File: src/rtl/spi_tx_ctrl.sv
// SPI transmit frame sequencer: FIFO fetch, P2S load/shift strobes, SCLK (mode 0), CS_N framing.
// Define SPI_TX_LDAC_EN to drive LDAC_N low for the whole GAP interval; otherwise LDAC_N is held at 1.
module spi_tx_ctrl #(
  parameter int HALF   = 2,
  parameter int CS_GAP = 4
) (
  input  logic clk,
  input  logic iRST_N,
  input  logic en,
  input  logic fifo_empty,
  output logic fifo_rd,
  output logic p2s_en,
  output logic p2s_load,
  output logic sclk,
  output logic cs_n,
  output logic ldac_n,
  output logic busy,
  output logic frame_done
);

  localparam int HW = $clog2(HALF) + 1;
  localparam int GW = $clog2(CS_GAP) + 1;
  localparam logic [HW-1:0] HALF_LAST = HW'(HALF - 1);
  localparam logic [GW-1:0] GAP_LAST  = GW'(CS_GAP - 1);

  typedef enum logic [2:0] {
    S_IDLE, S_FETCH, S_LOAD, S_LOW, S_HIGH, S_HOLD, S_GAP
  } state_t;

  state_t        state_q, state_d;
  logic [HW-1:0] half_q, half_d;
  logic [3:0]    bit_q, bit_d;
  logic [GW-1:0] gap_q, gap_d;
  logic          shift_d, ldac_n_d;

  logic fifo_rd_q, p2s_en_q, p2s_load_q, sclk_q, cs_n_q, ldac_n_q, busy_q, frame_done_q;

  always_comb begin
    state_d = state_q;
    half_d  = half_q;
    bit_d   = bit_q;
    gap_d   = gap_q;
    case (state_q)
      S_IDLE:  if (en && !fifo_empty) state_d = S_FETCH;
      S_FETCH: state_d = S_LOAD;
      S_LOAD: begin
        half_d  = '0;
        bit_d   = '0;
        state_d = S_LOW;
      end
      S_LOW: begin
        if (half_q == HALF_LAST) begin
          half_d  = '0;
          state_d = S_HIGH;
        end else begin
          half_d = half_q + HW'(1);
        end
      end
      S_HIGH: begin
        if (half_q == HALF_LAST) begin
          half_d = '0;
          if (bit_q != 4'd15) begin
            bit_d   = bit_q + 4'd1;
            state_d = S_LOW;
          end else begin
            state_d = S_HOLD;
          end
        end else begin
          half_d = half_q + HW'(1);
        end
      end
      S_HOLD: begin
        if (half_q == HALF_LAST) begin
          half_d  = '0;
          gap_d   = '0;
          state_d = S_GAP;
        end else begin
          half_d = half_q + HW'(1);
        end
      end
      S_GAP: begin
        if (gap_q == GAP_LAST) begin
          gap_d   = '0;
          state_d = S_IDLE;
        end else begin
          gap_d = gap_q + GW'(1);
        end
      end
      default: state_d = S_IDLE;
    endcase
  end

  // Outputs are registered from the next-state values, so each strobe lines up with its state cycle.
  assign shift_d = (state_d == S_HIGH) && (half_d == HALF_LAST) && (bit_d != 4'd15);

`ifdef SPI_TX_LDAC_EN
  assign ldac_n_d = (state_d != S_GAP);
`else
  assign ldac_n_d = 1'b1;
`endif

  always_ff @(posedge clk or negedge iRST_N) begin
    if (!iRST_N) begin
      state_q      <= S_IDLE;
      half_q       <= '0;
      bit_q        <= '0;
      gap_q        <= '0;
      fifo_rd_q    <= 1'b0;
      p2s_en_q     <= 1'b0;
      p2s_load_q   <= 1'b0;
      sclk_q       <= 1'b0;
      cs_n_q       <= 1'b1;
      ldac_n_q     <= 1'b1;
      busy_q       <= 1'b0;
      frame_done_q <= 1'b0;
    end else begin
      state_q      <= state_d;
      half_q       <= half_d;
      bit_q        <= bit_d;
      gap_q        <= gap_d;
      fifo_rd_q    <= (state_d == S_FETCH);
      p2s_en_q     <= (state_d == S_LOAD) || shift_d;
      p2s_load_q   <= (state_d == S_LOAD);
      sclk_q       <= (state_d == S_HIGH);
      cs_n_q       <= !(state_d inside {S_LOW, S_HIGH, S_HOLD});
      ldac_n_q     <= ldac_n_d;
      busy_q       <= (state_d != S_IDLE);
      frame_done_q <= (state_d == S_GAP) && (state_q != S_GAP);
    end
  end

  assign fifo_rd    = fifo_rd_q;
  assign p2s_en     = p2s_en_q;
  assign p2s_load   = p2s_load_q;
  assign sclk       = sclk_q;
  assign cs_n       = cs_n_q;
  assign ldac_n     = ldac_n_q;
  assign busy       = busy_q;
  assign frame_done = frame_done_q;

endmodule
File: config.mk
export PLATFORM = sky130hd
export DESIGN_NAME = spi_tx_ctrl
export DESIGN_NICKNAME = d
export VERILOG_FILES = /design/src/rtl/spi_tx_ctrl.sv
export SDC_FILE = /design/constraint.sdc
export NUM_CORES = 1
export LEC_CHECK = 0
export ABC_AREA = 1
export CAP_MARGIN = 5
export CORE_UTILIZATION = 50
export DETAILED_ROUTE_END_ITERATION = 7
export HOLD_SLACK_MARGIN = 0.12
export PLACE_DENSITY = 0.83
export SETUP_SLACK_MARGIN = 0.3
export SLEW_MARGIN = 10
export SYNTH_ARGS = -nofsm -noshare
export SYNTH_HDL_FRONTEND = slang
export SYNTH_SLANG_ARGS = --single-unit
File: constraint.sdc
create_clock -name clk -period 3.8 [get_ports clk]
set_input_delay 0.76 -clock clk [delete_from_list [all_inputs] [get_ports clk]]
set_output_delay 0.76 -clock clk [all_outputs]
set_load 0.02 [all_outputs]
==> impl_results.md <==
- Status: complete, no violations
- Most frequent cells after synthesis: 39 x nand2_1, 21 x inv_1, 18 x dfrtp_1, 14 x nand3_1, 14 x nor2_1
- Maximum VDD drop: 0.0001929 V
- YS warnings: 0
- Critical Path RT: 3.04 ns
- Met1 WL: 893 um
- Netlist cell types: 21
- Wire per inst: 11.02 um
- Syn Inst Count: 144
- CTS Hold Bufs: 0
- Via count: 915
- PD cells: 251.8 nW/um^2
- Post-Route WL: 1994 um
- Syn_area_per_cell: 7.690 sq um
- Final worst path period need: 2.176 ns
- Die width: 49.06 um
- Starting Density: 54.76%
- Synthesized area: 1107 sq um
- Io pins: 12
- Critical path's largest stage delay: 0.59 ns
- Hold Crit Class: flop to flop
- Drt pass-1 iters: 4
- CTS tree: yes
- Detailed Route Iter0 Violations: 34
- Post-synth ARST share: 100.0%
- Slew Viols, Final: 0
- Ant. Diodes: 0
- Final setup viols: 0
- Row cnt: 16
- Area share of the largest cell type after synthesis: 40.68%
- Leak: 0.6930 nW
- Buf+Inv Stages, Crit Path: 1
- Layout Nets: 161
- Core area: 2022 sq um
- Synth area leader: dfrtp_1
- Clk sinks: 19
- Fin Hold WS: 0.4895 ns
- Syn-to-layout area delta: 10.85%
- CP endpoint: cs_n
- Max-slew headroom: 46.21%
- Top post-synthesis cells by area: dfrtp_1 41%, nand2_1 13%, inv_1 7.1%, nand3_1 6.3%, nor2_1 4.7%
- Root buffer cell: clkbuf_4
- Mapped Nets: 150
- Met2 WL post-DR: 957 um
- Crit-path max FO: 1
- Register area share after synthesis: 43.05%
- Final hold violations: 0
- Worst-path clk slew: 0.10 ns
- FMAX: 459.5 MHz
- DP HPWL: 1553 um
- Vias in the first global route: 922
- Clock Path Buffers: 2
- WP depth: 1
- Setup ws final: 1.624 ns
- ANT nets after route: 0
- PortBufs: 10
- Top delay family on crit path: buffers and inverters
- Die Y: 49.06 um
- Post-synth EDFFs: 0
- Crit-path cells: clkdlybuf4s50_1
- Post-CTS sizing: 0
- Seq cells post-synth: 19
- Fin crit share: 57.28%
- Post-Place Cells: 177
- CTS Buf Count: 3
- Max layer used: met4
- Post-route non-filler standard cell count: 181
- Clock skew: 0.003981 ns
- Overall routing resource usage: 20.39%
- Clk_lat worst skew: 0.29 ns
- Initial antenna violation count: 0
- Remaining Overflow, GRT: 0
- RSZ-0062 raised after global routing: false
- Final-layout fill cell count: 172
- Reg2Reg Setup Slack: 2.06 ns
- Vias/cell: 5.055
- Crit. Startpoint: cs_n
- CP arrival: 1.42 ns
- Measured slew at the worst slew-check pin: 0.8043 ns
- Startpoint types: flop
- Worst-case reg-to-reg path depth: 10
- Most common cell in the netlist: nand2_1
- Top_reg_cell synth: dfrtp_1
- Number of remaining DRC errors: 0
- Max-Cap Viols: 0
- Largest net degree at the start of global routing: 20
- Slowest-stage cell, CP: clkdlybuf4s50_1
- First-pass GRT wire length: 3808 um
- Die area: 2407 sq um
- Worst R2R Start: state_q[0]
- Setup TNS: 0 ns
- Final GP Congestion: 0.8147
- FF-to-FF End: p2s_en
- Setup CP Type: flop to primary output
- Share of cells above drive strength 1: 17.53%
- Util after Layout: 60.71%
- Post-CTS Setup Repair Bufs: 0
- # H-tree levels: 1
- Met3 WL: 116 um
- DP Worst Slack: 1.788 ns
- Critical path capture point type: primary output
how the worst min path moves through the flow:
stage	start	to	slack [ns]	cells past startpoint
global placement	gap_q[0]	gap_q[0]	0.47	1
finish	gap_q[0]	gap_q[0]	0.49	1
CTS	gap_q[0]	gap_q[0]	0.49	1
global route	gap_q[0]	gap_q[0]	0.53	1
detailed placement	gap_q[0]	gap_q[0]	0.48	1
floorplan	gap_q[0]	gap_q[0]	0.45	1
report_power, final:
part | switching (W) | internal, W | leakage (nW) | total (W)
clock | 0.0000595 | 0.0000392 | 0.0177 | 0.0000987
sequential | 0 | 0.000202 | 0.225 | 0.000202
combinational | 0.00000525 | 0.00000296 | 0.450 | 0.00000821
total | 0.0000648 | 0.000244 | 0.693 | 0.000309
through the flow:
step / instance area [sq um] / total power (W)
5_1_grt: 1227 / 0.0003268
3_3_place_gp: 1200 / 0.0002146
3_5_place_dp: 1200 / 0.0002147
6_report: 1227 / 0.0003090
4_1_cts: 1227 / 0.0003133
2_1_floorplan: 1107 / 0.0002085
cells in the final DEF (no fill, tap or decap), drive strengths merged:
| cell | count |
|---|---|
| clkdlybuf4s50 | 10 |
| nor2 | 24 |
| dfstp | 1 |
| inv | 24 |
| clkinv | 1 |
| a21oi | 3 |
| nand4 | 2 |
| dfrtp | 18 |
| clkbuf | 3 |
| nand3 | 17 |
| a21boi | 1 |
| conb | 1 |
| nand2 | 45 |
| ha | 2 |
| nor4 | 1 |
| o21ai | 1 |
final cells by class:
class | count | area (sq um) | share of cell area, %
Multi-Input combinational cell | 97 | 499.2 | 40.67
Sequential cell | 19 | 476.7 | 38.84
Timing Repair Buffer | 10 | 100.1 | 8.155
Inverter | 24 | 90.09 | 7.339
Tap cell | 27 | 33.78 | 2.752
Clock buffer | 3 | 22.52 | 1.835
Clock inverter | 1 | 5.005 | 0.4077
worst reg2reg max path: stages, from the launching register on:
cell	delay, ns
dfrtp_1	0.59
nor2_4	0.23
nand2_2	0.13
inv_2	0.11
nand2_1	0.12
nand3_1	0.09
nand2_1	0.08
nor2_1	0.09
nand3_1	0.08
nand2_1	0.07
nand2_1	0.04
state kept, by name, indices dropped and copies added (netlist names):
signal	cells
frame_done	1
gap_q	3
p2s_en	1
half_q	2
busy	1
sclk	1
fifo_rd	1
p2s_load	1
cs_n	1
bit_q	4
state_q	3
logic make-up (layout without fill, tap and decap cells):
kind of cell,after synthesis,after routing,synth area share (%)
adder cells (fa/ha/maj),2,2,2.260
AND/OR/NAND/NOR,89,89,40.00
AO/OA/AOI/OAI,5,5,2.485
buffers and inverters,28,38,11.86
flip-flops,19,19,43.05
other,1,1,0.3387
layer usage:
metal	up-vias	GRT usage (%)
li1	457	-
met1	416	25.81
met2	36	34.02
met3	6	5.919
met4	0	4.902
met5	-	0
No activity file was read; power rests on OpenSTA's default activity.
